==> src/rtl/axi_llc_write_unit_pkg.sv <==
// Shared types, LLC geometry and AXI helpers for the LLC write unit.
// Geometry: 64-bit data words, 8 words per line, 64 sets.
package axi_llc_write_unit_pkg;

  localparam int unsigned ByteOffsetLength  = 3;
  localparam int unsigned BlockOffsetLength = 3;
  localparam int unsigned IndexLength       = 6;

  localparam int unsigned AddrW   = 32;
  localparam int unsigned DataW   = 64;
  localparam int unsigned StrbW   = DataW / 8;
  localparam int unsigned IdW     = 4;
  localparam int unsigned LenW    = 8;
  localparam int unsigned WayIndW = 2;

  localparam logic [1:0] BURST_FIXED = 2'b00;
  localparam logic [1:0] BURST_INCR  = 2'b01;
  localparam logic [1:0] BURST_WRAP  = 2'b10;

  localparam logic [1:0] RESP_OKAY   = 2'b00;
  localparam logic [1:0] RESP_EXOKAY = 2'b01;
  localparam logic [1:0] RESP_SLVERR = 2'b10;
  localparam logic [1:0] RESP_DECERR = 2'b11;

  typedef enum logic [1:0] {RChanUnit, WChanUnit, EvictUnit, RefilUnit} cache_unit_e;

  typedef enum logic [1:0] {IDLE, WRITE, UNLOCK} wu_state_e;

  typedef struct packed {
    logic [IdW-1:0]         a_x_id;
    logic [AddrW-1:0]       a_x_addr;
    logic [LenW-1:0]        a_x_len;
    logic [2:0]             a_x_size;
    logic [1:0]             a_x_burst;
    logic [1:0]             x_resp;
    logic                   x_last;
    logic [WayIndW-1:0]     way_ind;
    logic [IndexLength-1:0] index_partition;
  } desc_t;

  typedef struct packed {
    cache_unit_e                  cache_unit;
    logic                         we;
    logic [WayIndW-1:0]           way_ind;
    logic [IndexLength-1:0]       line_addr;
    logic [BlockOffsetLength-1:0] blk_offset;
    logic [DataW-1:0]             data;
    logic [StrbW-1:0]             be;
  } way_inp_t;

  typedef struct packed {
    logic [IndexLength-1:0] index;
    logic [WayIndW-1:0]     way_ind;
  } lock_t;

  typedef struct packed {
    logic [DataW-1:0] data;
    logic [StrbW-1:0] strb;
    logic             last;
  } w_chan_t;

  typedef struct packed {
    logic [IdW-1:0] id;
    logic [1:0]     resp;
  } b_chan_t;

  function automatic logic [AddrW-1:0] num_bytes(input logic [2:0] size);
    return AddrW'(1) << size;
  endfunction

  function automatic logic [AddrW-1:0] aligned_addr(input logic [AddrW-1:0] addr,
                                                    input logic [2:0]       size);
    return addr & ~(num_bytes(size) - AddrW'(1));
  endfunction

endpackage

==> src/rtl/axi_llc_write_unit_bfifo.sv <==
// B response queue: registered output (no fall-through), push ignored when full,
// pop ignored when empty.
module axi_llc_write_unit_bfifo
  import axi_llc_write_unit_pkg::*;
#(
  parameter int unsigned Depth = 2
) (
  input  logic    clk_i,
  input  logic    rst_ni,
  input  logic    push_i,
  input  b_chan_t data_i,
  input  logic    pop_i,
  output b_chan_t data_o,
  output logic    full_o,
  output logic    empty_o
);

  localparam int unsigned PtrW = (Depth > 1) ? $clog2(Depth) : 1;
  localparam int unsigned CntW = $clog2(Depth + 1);

  b_chan_t         mem_q [Depth];
  logic [PtrW-1:0] wr_ptr_q, wr_ptr_d;
  logic [PtrW-1:0] rd_ptr_q, rd_ptr_d;
  logic [CntW-1:0] cnt_q, cnt_d;
  logic            push_ok, pop_ok;

  assign full_o  = (cnt_q == CntW'(Depth));
  assign empty_o = (cnt_q == '0);
  assign data_o  = mem_q[rd_ptr_q];

  always_comb begin
    push_ok  = push_i & ~full_o;
    pop_ok   = pop_i & ~empty_o;
    wr_ptr_d = wr_ptr_q;
    rd_ptr_d = rd_ptr_q;
    cnt_d    = cnt_q;
    if (push_ok) begin
      wr_ptr_d = (wr_ptr_q == PtrW'(Depth - 1)) ? '0 : wr_ptr_q + PtrW'(1);
    end
    if (pop_ok) begin
      rd_ptr_d = (rd_ptr_q == PtrW'(Depth - 1)) ? '0 : rd_ptr_q + PtrW'(1);
    end
    case ({push_ok, pop_ok})
      2'b10:   cnt_d = cnt_q + CntW'(1);
      2'b01:   cnt_d = cnt_q - CntW'(1);
      default: cnt_d = cnt_q;
    endcase
  end

  always_ff @(posedge clk_i) begin
    if (!rst_ni) begin
      wr_ptr_q <= '0;
      rd_ptr_q <= '0;
      cnt_q    <= '0;
    end else begin
      wr_ptr_q <= wr_ptr_d;
      rd_ptr_q <= rd_ptr_d;
      cnt_q    <= cnt_d;
    end
  end

  // Storage carries no reset; occupancy alone qualifies it.
  always_ff @(posedge clk_i) begin
    if (push_ok) begin
      mem_q[wr_ptr_q] <= data_i;
    end
  end

endmodule

==> src/rtl/axi_llc_write_unit.sv <==
// LLC write unit: streams W beats of one descriptor into byte-masked data-way
// writes, then releases the line lock and, on burst close, queues the B response.
module axi_llc_write_unit
  import axi_llc_write_unit_pkg::*;
#(
  parameter bit          CachePartition = 1'b1,
  parameter int unsigned BFifoDepth     = 2
) (
  input  logic     clk_i,
  input  logic     rst_ni,
  input  desc_t    desc_i,
  input  logic     desc_valid_i,
  output logic     desc_ready_o,
  input  w_chan_t  w_chan_slv_i,
  input  logic     w_chan_valid_i,
  output logic     w_chan_ready_o,
  output b_chan_t  b_chan_slv_o,
  output logic     b_chan_valid_o,
  input  logic     b_chan_ready_i,
  output way_inp_t way_inp_o,
  output logic     way_inp_valid_o,
  input  logic     way_inp_ready_i,
  output lock_t    w_unlock_o,
  output logic     w_unlock_req_o,
  input  logic     w_unlock_gnt_i
);

  wu_state_e              state_q, state_d;
  desc_t                  desc_q, desc_d;
  logic [IndexLength-1:0] line_addr;
  logic                   b_push, b_full, b_empty;
  b_chan_t                b_push_data;

  assign line_addr = CachePartition ? desc_q.index_partition
                   : desc_q.a_x_addr[ByteOffsetLength + BlockOffsetLength +: IndexLength];

  always_comb begin
    state_d         = state_q;
    desc_d          = desc_q;
    desc_ready_o    = 1'b0;
    w_chan_ready_o  = 1'b0;
    way_inp_valid_o = 1'b0;
    w_unlock_req_o  = 1'b0;
    b_push          = 1'b0;
    b_push_data     = '{id: desc_q.a_x_id, resp: desc_q.x_resp};
    w_unlock_o      = '{index: line_addr, way_ind: desc_q.way_ind};
    // Error beats are consumed with an empty byte mask so nothing lands in the way.
    way_inp_o       = '{cache_unit: WChanUnit,
                        we:         1'b1,
                        way_ind:    desc_q.way_ind,
                        line_addr:  line_addr,
                        blk_offset: desc_q.a_x_addr[ByteOffsetLength +: BlockOffsetLength],
                        data:       w_chan_slv_i.data,
                        be:         (desc_q.x_resp == RESP_OKAY) ? w_chan_slv_i.strb : '0};
    case (state_q)
      IDLE: begin
        desc_ready_o = 1'b1;
        if (desc_valid_i) begin
          desc_d  = desc_i;
          state_d = WRITE;
        end
      end
      WRITE: begin
        way_inp_valid_o = w_chan_valid_i;
        w_chan_ready_o  = way_inp_ready_i;
        if (w_chan_valid_i && way_inp_ready_i) begin
          if (desc_q.a_x_len != '0) begin
            desc_d.a_x_len = desc_q.a_x_len - LenW'(1);
            if (desc_q.a_x_burst != BURST_FIXED) begin
              desc_d.a_x_addr = aligned_addr(desc_q.a_x_addr + num_bytes(desc_q.a_x_size),
                                             desc_q.a_x_size);
            end
          end else begin
            state_d = UNLOCK;
          end
        end
      end
      UNLOCK: begin
        w_unlock_req_o = 1'b1;
        // Hold the unlock until the B slot is guaranteed, so grant and push stay paired.
        if (w_unlock_gnt_i && (!desc_q.x_last || !b_full)) begin
          b_push  = desc_q.x_last;
          state_d = IDLE;
        end
      end
      default: state_d = IDLE;
    endcase
  end

  always_ff @(posedge clk_i) begin
    if (!rst_ni) begin
      state_q <= IDLE;
      desc_q  <= '0;
    end else begin
      state_q <= state_d;
      desc_q  <= desc_d;
    end
  end

  axi_llc_write_unit_bfifo #(
    .Depth (BFifoDepth)
  ) i_b_fifo (
    .clk_i   (clk_i),
    .rst_ni  (rst_ni),
    .push_i  (b_push),
    .data_i  (b_push_data),
    .pop_i   (b_chan_ready_i & ~b_empty),
    .data_o  (b_chan_slv_o),
    .full_o  (b_full),
    .empty_o (b_empty)
  );

  assign b_chan_valid_o = ~b_empty;

  // The beat count in the descriptor sequences the unit; w.last must agree with it.
  a_w_last_consistent : assert property (@(posedge clk_i) disable iff (!rst_ni)
    (state_q == WRITE && w_chan_valid_i && w_chan_ready_o) |->
    (w_chan_slv_i.last == (desc_q.x_last && desc_q.a_x_len == '0)));

endmodule

==> config.mk <==
export PLATFORM = sky130hd
export DESIGN_NAME = axi_llc_write_unit
export DESIGN_NICKNAME = d
export VERILOG_FILES = /design/src/rtl/axi_llc_write_unit_pkg.sv /design/src/rtl/axi_llc_write_unit_bfifo.sv /design/src/rtl/axi_llc_write_unit.sv
export SDC_FILE = /design/constraint.sdc
export NUM_CORES = 1
export LEC_CHECK = 0
export BUFFER_PORTS_ARGS = -buffer_cell sky130_fd_sc_hd__buf_2
export CELL_PAD_IN_SITES_DETAIL_PLACEMENT = 0
export CELL_PAD_IN_SITES_GLOBAL_PLACEMENT = 1
export CORE_MARGIN = 1
export CORE_UTILIZATION = 28
export DETAILED_ROUTE_END_ITERATION = 10
export PLACE_DENSITY_LB_ADDON = 0.25
export SYNTH_ARGS = -nofsm -noshare
export SYNTH_HDL_FRONTEND = slang
export SYNTH_SLANG_ARGS = --single-unit
==> constraint.sdc <==
create_clock -name clk_i -period 3.1 [get_ports clk_i]
set_clock_uncertainty 0.2 [all_clocks]
set_input_delay 0.155 -clock clk_i [delete_from_list [all_inputs] [get_ports clk_i]]
set_output_delay 0.155 -clock clk_i [all_outputs]
set_load 0.02 [all_outputs]
==> out/results.tsv, run 1 <==
metric	value	unit
ant diodes	0	
Syn. warnings	0	
routed wl met3	385	um
routed vias	2587	
Top Layer Used	met4	
register area share after synthesis	34.5	%
Worst Hold Class	in -> reg	
area delta synth->final	7.90	%
Post-synth EDFFs	12	
root buffer cell	clkbuf_16	
routed wl met2	3500	um
post-DP HPWL	5320	um
commonest non-fill, non-tap cell in the layout	buf_2	
WL per Instance	13.4	um
initial core utilization	28.6	%
Setup TNS	0	ns
TritonRoute pass-1 iters	4	
vias in the first global route	2454	
post-layout min period	2.37	ns
CTS tree	yes	
Worst-path clk slew	0.08	ns
setup violators final	0	
drt initial violations	104	
Num Clock Sinks	53	
post-synthesis compound-gate area fraction	16.8	%
FF-to-FF End	way_inp_o[73]$_SDFFE_PN0P_	
number of CTS-inserted buffers	5	
Tot GR Track Use	12.0	%
kind of critical path	reg -> reg	
crit path DAT	2.41	ns
Tightest Pin Transition	0.795	ns
library cells used by synthesis	54	
placed insts	532	
Critical Path Source	desc_q[15]$_SDFFE_PN0P_	
first-pass GRT wire length	12100	um
Relative slew margins	47.0	%
fin util	30.9	%
cts repair resizes	0	
CTS max path bufs	2	
largest family of logic cells by synthesized area	buffers and inverters	
Critical Path RT	3.14	ns
clock latency on the worst-skew pair	0.30	ns
Leak Pwr	0.00154	uW
max-slew violation count	0	
core area	12000	um^2
Simple-Gate Fraction of Synth Area	18.7	%
row cnt	40	
CP Capture Type	register	
Post-Syn Area	3420	um^2
largest net degree at the start of global routing	44	
status	completed	
most frequent cells in the layout	buf_2 (86), nand2_1 (56), dfxtp_1 (41)	
boundary pin count	245	
Final Power	1790	uW
main flop type after synthesis	dfxtp_1	
RSZ-0062 raised after global routing	no	
Via-to-Cell Ratio	4.60	
DRC	0	
DRT antenna net count	0	
max incr delay on CP	0.46	ns
crit path cell chain	or3_1, nor2_1, ha_1, a21oi_1, o21a_1, o22a_1, o31ai_1, o221a_1	
reg2reg start	desc_q[15]$_SDFFE_PN0P_	
Yosys reg bits	53	
Final Hold Viols	0	
Async SR Flop Fraction	0	%
gpl congestion	0.764	
Die W	113	um
full die area	12700	um^2
Worst VDD drop	0.247	mV
post-synthesis cell count	402	
drt total wl	7570	um
Port Buffer Count	86	
crit path to	way_inp_o[73]$_SDFFE_PN0P_	
slowest stage cell on the critical path	or3_1	
CP startpoint kind	register	
worst-path fanout max	12	
initial antenna violation count	0	
PD cells	486	nW/um^2
crit share post-route	76.6	%
ratio of cells with drive above 1 in the final layout	26.4	%
max cap viols	0	
Syn Area/Cell	8.51	um^2
Final #Nets	561	
grt total ovfl	0	
fmax	421	MHz
r2r setup slk	0.73	ns
worst reg2reg path depth	8	
mux share of post-synthesis cell area	2.56	%
Synth Area in Adders	2.19	%
non-filler cells, final	563	
met1 wire length	3620	um
DIE HEIGHT	113	um
H-tree levels	2	
fraction of synthesized cell area in xor and xnor cells	2.05	%
layer usage:
layer,vias to the layer above,global-route usage [%]
li1,1298,-
met1,1200,15.6
met2,83,19.7
met3,6,2.97
met4,0,3.56
met5,-,0
through the flow:
step	hold WS, ns	setup slack (ns)	area (um^2)
finish	0.0198	0.726	3690
global route	0.0326	0.491	3690
CTS	0.0186	0.713	3690
detailed placement	0.110	0.740	3310
global placement	0.110	0.738	3310
floorplan	0.0999	0.909	3420
worst min path at each step:
stage | startpoint | to | slack, ns | cells after the start
2_1_floorplan | desc_i[8] | desc_q[8]$_SDFFE_PN0P_ | 0.1 | 2
3_3_place_gp | w_chan_slv_i[18] | way_inp_o[17] | 0.11 | 0
3_5_place_dp | w_chan_slv_i[18] | way_inp_o[17] | 0.11 | 0
4_1_cts | desc_i[16] | desc_q[16]$_SDFFE_PN0P_ | 0.02 | 3
5_1_grt | desc_i[28] | way_inp_o[73]$_SDFFE_PN0P_ | 0.03 | 4
6_report | desc_i[16] | desc_q[16]$_SDFFE_PN0P_ | 0.02 | 3
area by class of cell:
class                      count  area (um^2)
fill                        1272         8270
multi-input combinational    233         1460
sequential                    53         1180
timing repair buffer         111          676
tap                          147          184
clock buffer                   5          125
inverter                      11         41.3
clock inverter                 3         28.8
sequential cells by signal, indices dropped and copies added, names as in the netlist, 2 cells and up, named ones only:
| signal | count |
|---|---|
| desc_q | 17 |
| i_b_fifo.mem_q | 12 |
| b_push_data | 6 |
| line_addr | 6 |
| way_inp_o | 3 |
| i_b_fifo.cnt_q | 2 |
| state_q | 2 |
| w_unlock_o | 2 |
cells in the mapped netlist (2+ instances only):
cell type	count	area [um^2]
buf_4	87	653
nand2_1	56	210
dfxtp_1	41	821
a21boi_0	24	180
and2_1	17	106
nor2_1	17	63.8
o21ai_0	14	70.1
a21oi_1	12	60.1
edfxtp_1	12	360
nand3_1	12	60.1
clkbuf_1	11	41.3
inv_1	11	41.3
buf_2	6	30.0
ha_1	6	75.1
mux2_2	6	67.6
nor2b_1	5	31.3
xnor2_1	5	43.8
nand2b_1	4	25.0
nand4_1	4	25.0
o211a_1	4	40.0
o21a_1	4	30.0
o31ai_1	3	22.5
xor2_1	3	26.3
a21boi_2	2	22.5
buf_6	2	22.5
conb_1	2	7.51
mux2i_1	2	20.0
nor3_1	2	10.0
o211ai_1	2	15.0
or3_1	2	12.5
power breakdown:
part / switching (uW) / internal (uW) / total, uW
clock network: 289 / 311 / 600
logic: 231 / 171 / 402
registers: 46.0 / 746 / 792
total: 566 / 1230 / 1790
logic make-up (layout without fill, tap and decap cells):
| family | Yosys count | in the layout |
|---|---|---|
| adder cells (fa/ha/maj) | 6 | 6 |
| multiplexers | 8 | 8 |
| XOR/XNOR | 8 | 8 |
| buffers and inverters | 117 | 130 |
| AND/OR/NAND/NOR | 129 | 129 |
| other | 2 | 3 |
| flip-flops | 53 | 53 |
| AO/OA/AOI/OAI | 79 | 79 |
worst max-delay path: cells and delay by family, from the launching register on:
family | cells | cell delay (ns)
flops | 1 | 0.45
compound gates | 5 | 0.89
fa+ha+maj | 1 | 0.19
simple gates | 2 | 0.57
timing repair:
action | 4_1_cts | 5_1_grt
buffers inserted | 0 | 0
hold buffers | 23 | 0
endpoints found under the hold margin | 23 | 0
No activity file was read; power rests on OpenSTA's default activity.
==> run 2: changes to the inputs <==
Settings changed: CORE_UTILIZATION 28 to 25.
Clock period 3.1 ns to 2 ns, I/O delays scaled along.
==> out/results.tsv, run 2 (synthesis gave the netlist of run 1 again) <==
metric	value	unit	change
RSZ-0062 raised after global routing	yes		
largest net degree at the start of global routing	27		-39%
Setup WS post-layout	-0.159	ns	-0.885 ns
crit path cell chain	or3_4, nor2_4, ha_4, a21oi_1, o21a_1, o22a_1, o31ai_1, o221a_1		
vias in the first global route	2700		+10%
Final Hold Viols	0		unchanged
PD cells	706	nW/um^2	+45%
CP Capture Type	register		
CP startpoint kind	register		
WHS Path Cells	0		-3
TritonRoute pass-1 iters	4		unchanged
switch share	31.4	%	-0.14 points
Setup TNS	-0.198	ns	-0.198 ns
Worst path top cell family by delay	compound AO/OA/AOI/OAI gates		
clock latency on the worst-skew pair	0.30	ns	about the same
Reg with most FFs	desc_q		
status	finished with violations		
initial core utilization	25.7	%	-2.9 points
hold path start	w_chan_slv_i[29]		
P_sw	907	uW	+60%
number of post-CTS setup repair buffers	0		unchanged
Die W	119	um	+5.7%
commonest non-fill, non-tap cell in the layout	buf_2		
Leak Pwr	0.00169	uW	+10%
reg2reg start	desc_q[14]$_SDFFE_PN0P_		
grt total ovfl	0		unchanged
Worst-path clk slew	0.08	ns	about the same
Via-to-Cell Ratio	4.41		-4.0%
max FFs per register	17		unchanged
Critical Path RT	2.04	ns	-1.10 ns
ratio of cells with drive above 1 in the final layout	33.3	%	+6.8 points
Worst VDD drop	0.436	mV	+76%
most frequent cells in the layout	buf_2 (86), nand2_1 (56), dfxtp_1 (38)		
Num Clock Sinks	53		unchanged
biggest regs	desc_q: 17 flops, i_b_fifo.mem_q: 12 flops		
Worst Hold Class	in -> out		
row cnt	42		+5.0%
WL per Instance	13.0	um	-3.1%
crit path DAT	2.20	ns	-0.21 ns
routed vias	2754		+6.5%
kind of critical path	reg -> reg		
non-filler cells, final	624		+11%
slowest stage cell on the critical path	or3_4		
worst reg2reg path depth	8		unchanged
Port Buffer Count	86		unchanged
post-DP HPWL	5920	um	+11%
post-layout min period	2.16	ns	-0.215 ns
H-tree levels	2		unchanged
clock share of power	31.9	%	-1.5 points
drt total wl	8130	um	+7.4%
FF-to-FF End	way_inp_o[73]$_SDFFE_PN0P_		
Flop pwr share	42.4	%	-1.7 points
first-pass GRT wire length	13100	um	+8.2%
initial antenna violation count	0		unchanged
worst-path fanout max	5		-7
Worst Path Buf+Inv	0		unchanged
max-slew violation count	0		unchanged
DRC	0		unchanged
Final #Nets	593		+5.7%
root buffer cell	clkbuf_16		
gpl congestion	0.764		about the same
setup violators final	2		+2
number of CTS-inserted buffers	5		unchanged
crit share post-route	108	%	+31 points
area delta synth->final	19.5	%	
fillers	1399		+10%
DIE HEIGHT	119	um	+5.7%
max cap viols	0		unchanged
r2r setup slk	-0.16	ns	-0.89 ns
Logic pwr share	25.7	%	+3.3 points
failing checks	negative setup slack		
placed insts	585		+10%
full die area	14200	um^2	+12%
Tot GR Track Use	11.6	%	-0.43 points
ant diodes	0		unchanged
drt initial violations	146		+40%
CTS max path bufs	2		unchanged
worst hold path endpoint	way_inp_o[28]		
max incr delay on CP	0.40	ns	-0.06 ns
fmax	463	MHz	+9.9%
boundary pin count	245		unchanged
core area	13300	um^2	+11%
P_int	1980	uW	+61%
DRT antenna net count	0		unchanged
CTS tree	yes		
-- run 2: layout make-up --
cell class / instances / area, um^2 / share of cell area (%)
Multi-Input combinational cell: 233 / 1540 / 37.5
Sequential cell: 53 / 1190 / 29.1
Timing Repair Buffer: 143 / 948 / 23.2
Tap cell: 176 / 220 / 5.39
Clock buffer: 5 / 125 / 3.06
Inverter: 11 / 41.3 / 1.01
Clock inverter: 3 / 28.8 / 0.704
-- run 2: what timing repair did --
item	4_1_cts	5_1_grt
pin swaps	0	5
gates resized for setup	8	11
hold endpoints to repair	31	0
hold buffers	31	0
endpoints found under the setup margin	5	8
-- run 2: worst max path at each step --
stage / start / to / slack [ns] / cells past startpoint
after floorplan: desc_q[15]$_SDFFE_PN0P_ / way_inp_o[73]$_SDFFE_PN0P_ / -0.17 / 9
after global placement: desc_q[13]$_SDFFE_PN0P_ / way_inp_o[73]$_SDFFE_PN0P_ / -0.13 / 8
after detailed placement: desc_q[14]$_SDFFE_PN0P_ / way_inp_o[74]$_SDFFE_PN0P_ / -0.19 / 8
after CTS: desc_q[15]$_SDFFE_PN0P_ / way_inp_o[73]$_SDFFE_PN0P_ / -0.14 / 8
after global routing: desc_q[14]$_SDFFE_PN0P_ / way_inp_o[73]$_SDFFE_PN0P_ / -0.22 / 8
final: desc_q[14]$_SDFFE_PN0P_ / way_inp_o[73]$_SDFFE_PN0P_ / -0.16 / 8
-- run 2: per-layer routing --
layer | GRT usage, % | vias to the layer above | wire length, um
li1 | - | 1351 | -
met2 | 19.4 | 108 | 3800
met1 | 14.4 | 1270 | 3740
met3 | 2.87 | 25 | 405
met5 | 0 | - | 0
met4 | 3.88 | 0 | 184
-- run 2: power by group through the flow --
| stage | Clock [uW] | Combinational, uW | Sequential, uW |
|---|---|---|---|
| detailed placement | 0 | 674 | 1250 |
| floorplan | 0 | 676 | 1230 |
| global placement | 0 | 679 | 1240 |
| CTS | 970 | 731 | 1220 |
| global route | 1000 | 816 | 1240 |
| finish | 922 | 742 | 1220 |
-- run 2: through the flow --
step	hold WS (ns)	util [%]	worst slack [ns]	instance area, um^2	total power, uW
final	0.00000776	30.8	-0.159	4090	2890
after floorplan	0.0449	-	-0.166	3440	1900
after global routing	0.0000293	30.8	-0.218	4090	3050
after global placement	0.000137	26.7	-0.135	3550	1920
after CTS	0.000137	30.4	-0.145	4040	2920
after detailed placement	0.000137	26.7	-0.186	3550	1920
==> run 3: changes to the inputs <==
Settings changed: BUFFER_PORTS_ARGS -buffer_cell sky130_fd_sc_hd__buf_2 to -buffer_cell sky130_fd_sc_hd__clkbuf_2.
==> out/results.tsv, run 3 (synthesis gave the netlist of run 1 again) <==
metric	value	unit	change
clock share of power	31.9	%	about the same
ant diodes	0		unchanged
r2r setup slk	-0.17	ns	about the same
Worst VDD drop	0.282	mV	-35%
Die W	119	um	unchanged
Worst Hold Class	in -> out		
FF-to-FF End	way_inp_o[73]$_SDFFE_PN0P_		
DRT antenna net count	0		unchanged
met1 wire length	3790	um	+1.2%
Top Layer Used	met4		
Via-to-Cell Ratio	4.37		-0.94%
CP startpoint kind	register		
core area	13300	um^2	unchanged
fmax	460	MHz	-0.61%
max incr delay on CP	0.38	ns	-0.02 ns
ratio of cells with drive above 1 in the final layout	32.4	%	-0.89 points
kind of critical path	reg -> reg		
full die area	14200	um^2	unchanged
TritonRoute pass-1 iters	4		unchanged
largest net degree at the start of global routing	21		-22%
initial antenna violation count	0		unchanged
DIE HEIGHT	119	um	unchanged
switch share	31.3	%	-0.13 points
status	finished with violations		
Critical Path RT	2.04	ns	about the same
dpl ws	-0.182	ns	+0.00405 ns
worst reg2reg path depth	8		unchanged
Num Clock Sinks	53		unchanged
routed wl met2	3810	um	+0.40%
root buffer cell	clkbuf_16		
RSZ-0062 raised after global routing	yes		
post-DP HPWL	6000	um	+1.4%
routed wl met3	475	um	+17%
reg2reg start	desc_q[13]$_SDFFE_PN0P_		
clock latency on the worst-skew pair	0.30	ns	about the same
P_int	1970	uW	-0.40%
WHS Path Cells	0		unchanged
drt initial violations	168		+15%
area delta synth->final	18.5	%	
max FFs per register	17		unchanged
WL per Instance	13.2	um	+1.4%
Flop pwr share	42.6	%	+0.2 points
slowest stage cell on the critical path	dfxtp_4		
PD cells	708	nW/um^2	+0.31%
max-slew violation count	0		unchanged
routed vias	2728		-0.94%
CTS tree	yes		
vias in the first global route	2623		-2.9%
CTS max path bufs	2		unchanged
Reg with most FFs	desc_q		
setup violators final	3		+1
Worst-path clk slew	0.07	ns	about the same
Tot GR Track Use	11.5	%	-0.031 points
DRC	0		unchanged
drt total wl	8240	um	+1.4%
worst-path fanout max	6		+1
commonest non-fill, non-tap cell in the layout	clkbuf_2		
Leak Pwr	0.00168	uW	-0.41%
row cnt	42		unchanged
initial core utilization	25.7	%	unchanged
most frequent cells in the layout	clkbuf_2 (86), nand2_1 (56), dfxtp_1 (37)		
number of post-CTS setup repair buffers	0		unchanged
CP Capture Type	register		
Setup TNS	-0.308	ns	-0.110 ns
Final #Nets	593		unchanged
crit path cell chain	nor3b_4, xor2_2, ha_4, a21oi_2, o21a_1, o22a_1, o31ai_1, o221a_1		
grt total ovfl	0		unchanged
crit path DAT	2.21	ns	about the same
hold path start	w_chan_slv_i[29]		
P_sw	898	uW	-0.98%
crit share post-route	109	%	+0.66 points
Setup WS post-layout	-0.172	ns	-0.0131 ns
H-tree levels	2		unchanged
Logic pwr share	25.5	%	-0.2 points
worst hold path endpoint	way_inp_o[28]		
Final Hold Viols	0		unchanged
fillers	1418		+1.4%
post-layout min period	2.17	ns	+0.0131 ns
boundary pin count	245		unchanged
biggest regs	desc_q: 17 flops, i_b_fifo.mem_q: 12 flops		
number of CTS-inserted buffers	5		unchanged
Port Buffer Count	86		unchanged
failing checks	negative setup slack		
gpl congestion	0.747		-2.2%
first-pass GRT wire length	13000	um	-0.63%
max cap viols	0		unchanged
[run 3: cell types whose count changed in the layout (fill, tap and decap cells not counted), sizes merged]
cell / before / now
clkbuf: 5 / 91
dlygate4sd3: 31 / 30
buf: 112 / 27
[run 3: timing repair]
| action | in CTS | in global routing |
|---|---|---|
| setup endpoints to repair | 3 | 12 |
| gates resized for setup | 5 | 9 |
| hold endpoints to repair | 30 | 0 |
| hold buffers | 30 | 0 |
| pin swaps | 0 | 4 |
[run 3: area by class of cell]
class	count	area (um^2)	share of cell area, %
Multi-Input combinational cell	233	1510	37.3
Sequential cell	53	1190	29.4
Timing Repair Buffer	143	933	23.0
Tap cell	176	220	5.43
Clock buffer	5	125	3.09
Inverter	11	41.3	1.02
Clock inverter	3	28.8	0.710
[run 3: metrics by stage]
step / instance area (um^2) / utilization, % / total power (uW) / instances / hold slack, ns
2_1_floorplan: 3440 / - / 1900 / 403 / 0.0449
3_3_place_gp: 3540 / 26.6 / 1920 / 586 / 0.000137
3_5_place_dp: 3540 / 26.6 / 1920 / 586 / 0.000137
4_1_cts: 4010 / 30.1 / 2920 / 624 / 0.000137
5_1_grt: 4050 / 30.5 / 3050 / 624 / 0.0000293
6_report: 4050 / 30.5 / 2870 / 624 / 0.00000776
[run 3: metal layers]
layer	vias up	global-route usage, %
met5	-	0
met4	0	3.96
met3	23	3.30
met2	104	19.5
met1	1247	13.9
li1	1354	-
[run 3: power groups by stage]
| stage | logic (uW) | clock network, uW | registers [uW] |
|---|---|---|---|
| after global routing | 807 | 1010 | 1240 |
| after CTS | 725 | 973 | 1220 |
| after detailed placement | 673 | 0 | 1250 |
| final | 730 | 916 | 1220 |
| after floorplan | 676 | 0 | 1230 |
| after global placement | 678 | 0 | 1240 |
[run 3: worst max-delay path by stage]
stage | startpoint | to | slack [ns] | depth (start not counted)
finish | desc_q[13]$_SDFFE_PN0P_ | way_inp_o[73]$_SDFFE_PN0P_ | -0.17 | 8
detailed placement | desc_q[13]$_SDFFE_PN0P_ | way_inp_o[73]$_SDFFE_PN0P_ | -0.18 | 8
floorplan | desc_q[15]$_SDFFE_PN0P_ | way_inp_o[73]$_SDFFE_PN0P_ | -0.17 | 9
global route | desc_q[14]$_SDFFE_PN0P_ | way_inp_o[74]$_SDFFE_PN0P_ | -0.25 | 8
global placement | desc_q[13]$_SDFFE_PN0P_ | way_inp_o[73]$_SDFFE_PN0P_ | -0.14 | 8
CTS | desc_q[15]$_SDFFE_PN0P_ | way_inp_o[73]$_SDFFE_PN0P_ | -0.17 | 8
[run 3: critical path: cells and delay by family, from the launching register on]
| family | cells | cell delay [ns] |
|---|---|---|
| DFF | 1 | 0.38 |
| AOI/OAI and AO/OA | 5 | 0.88 |
| xor gates and xnor gates | 1 | 0.21 |
| and+or+nand+nor | 1 | 0.27 |
| adders and majority gates | 1 | 0.18 |
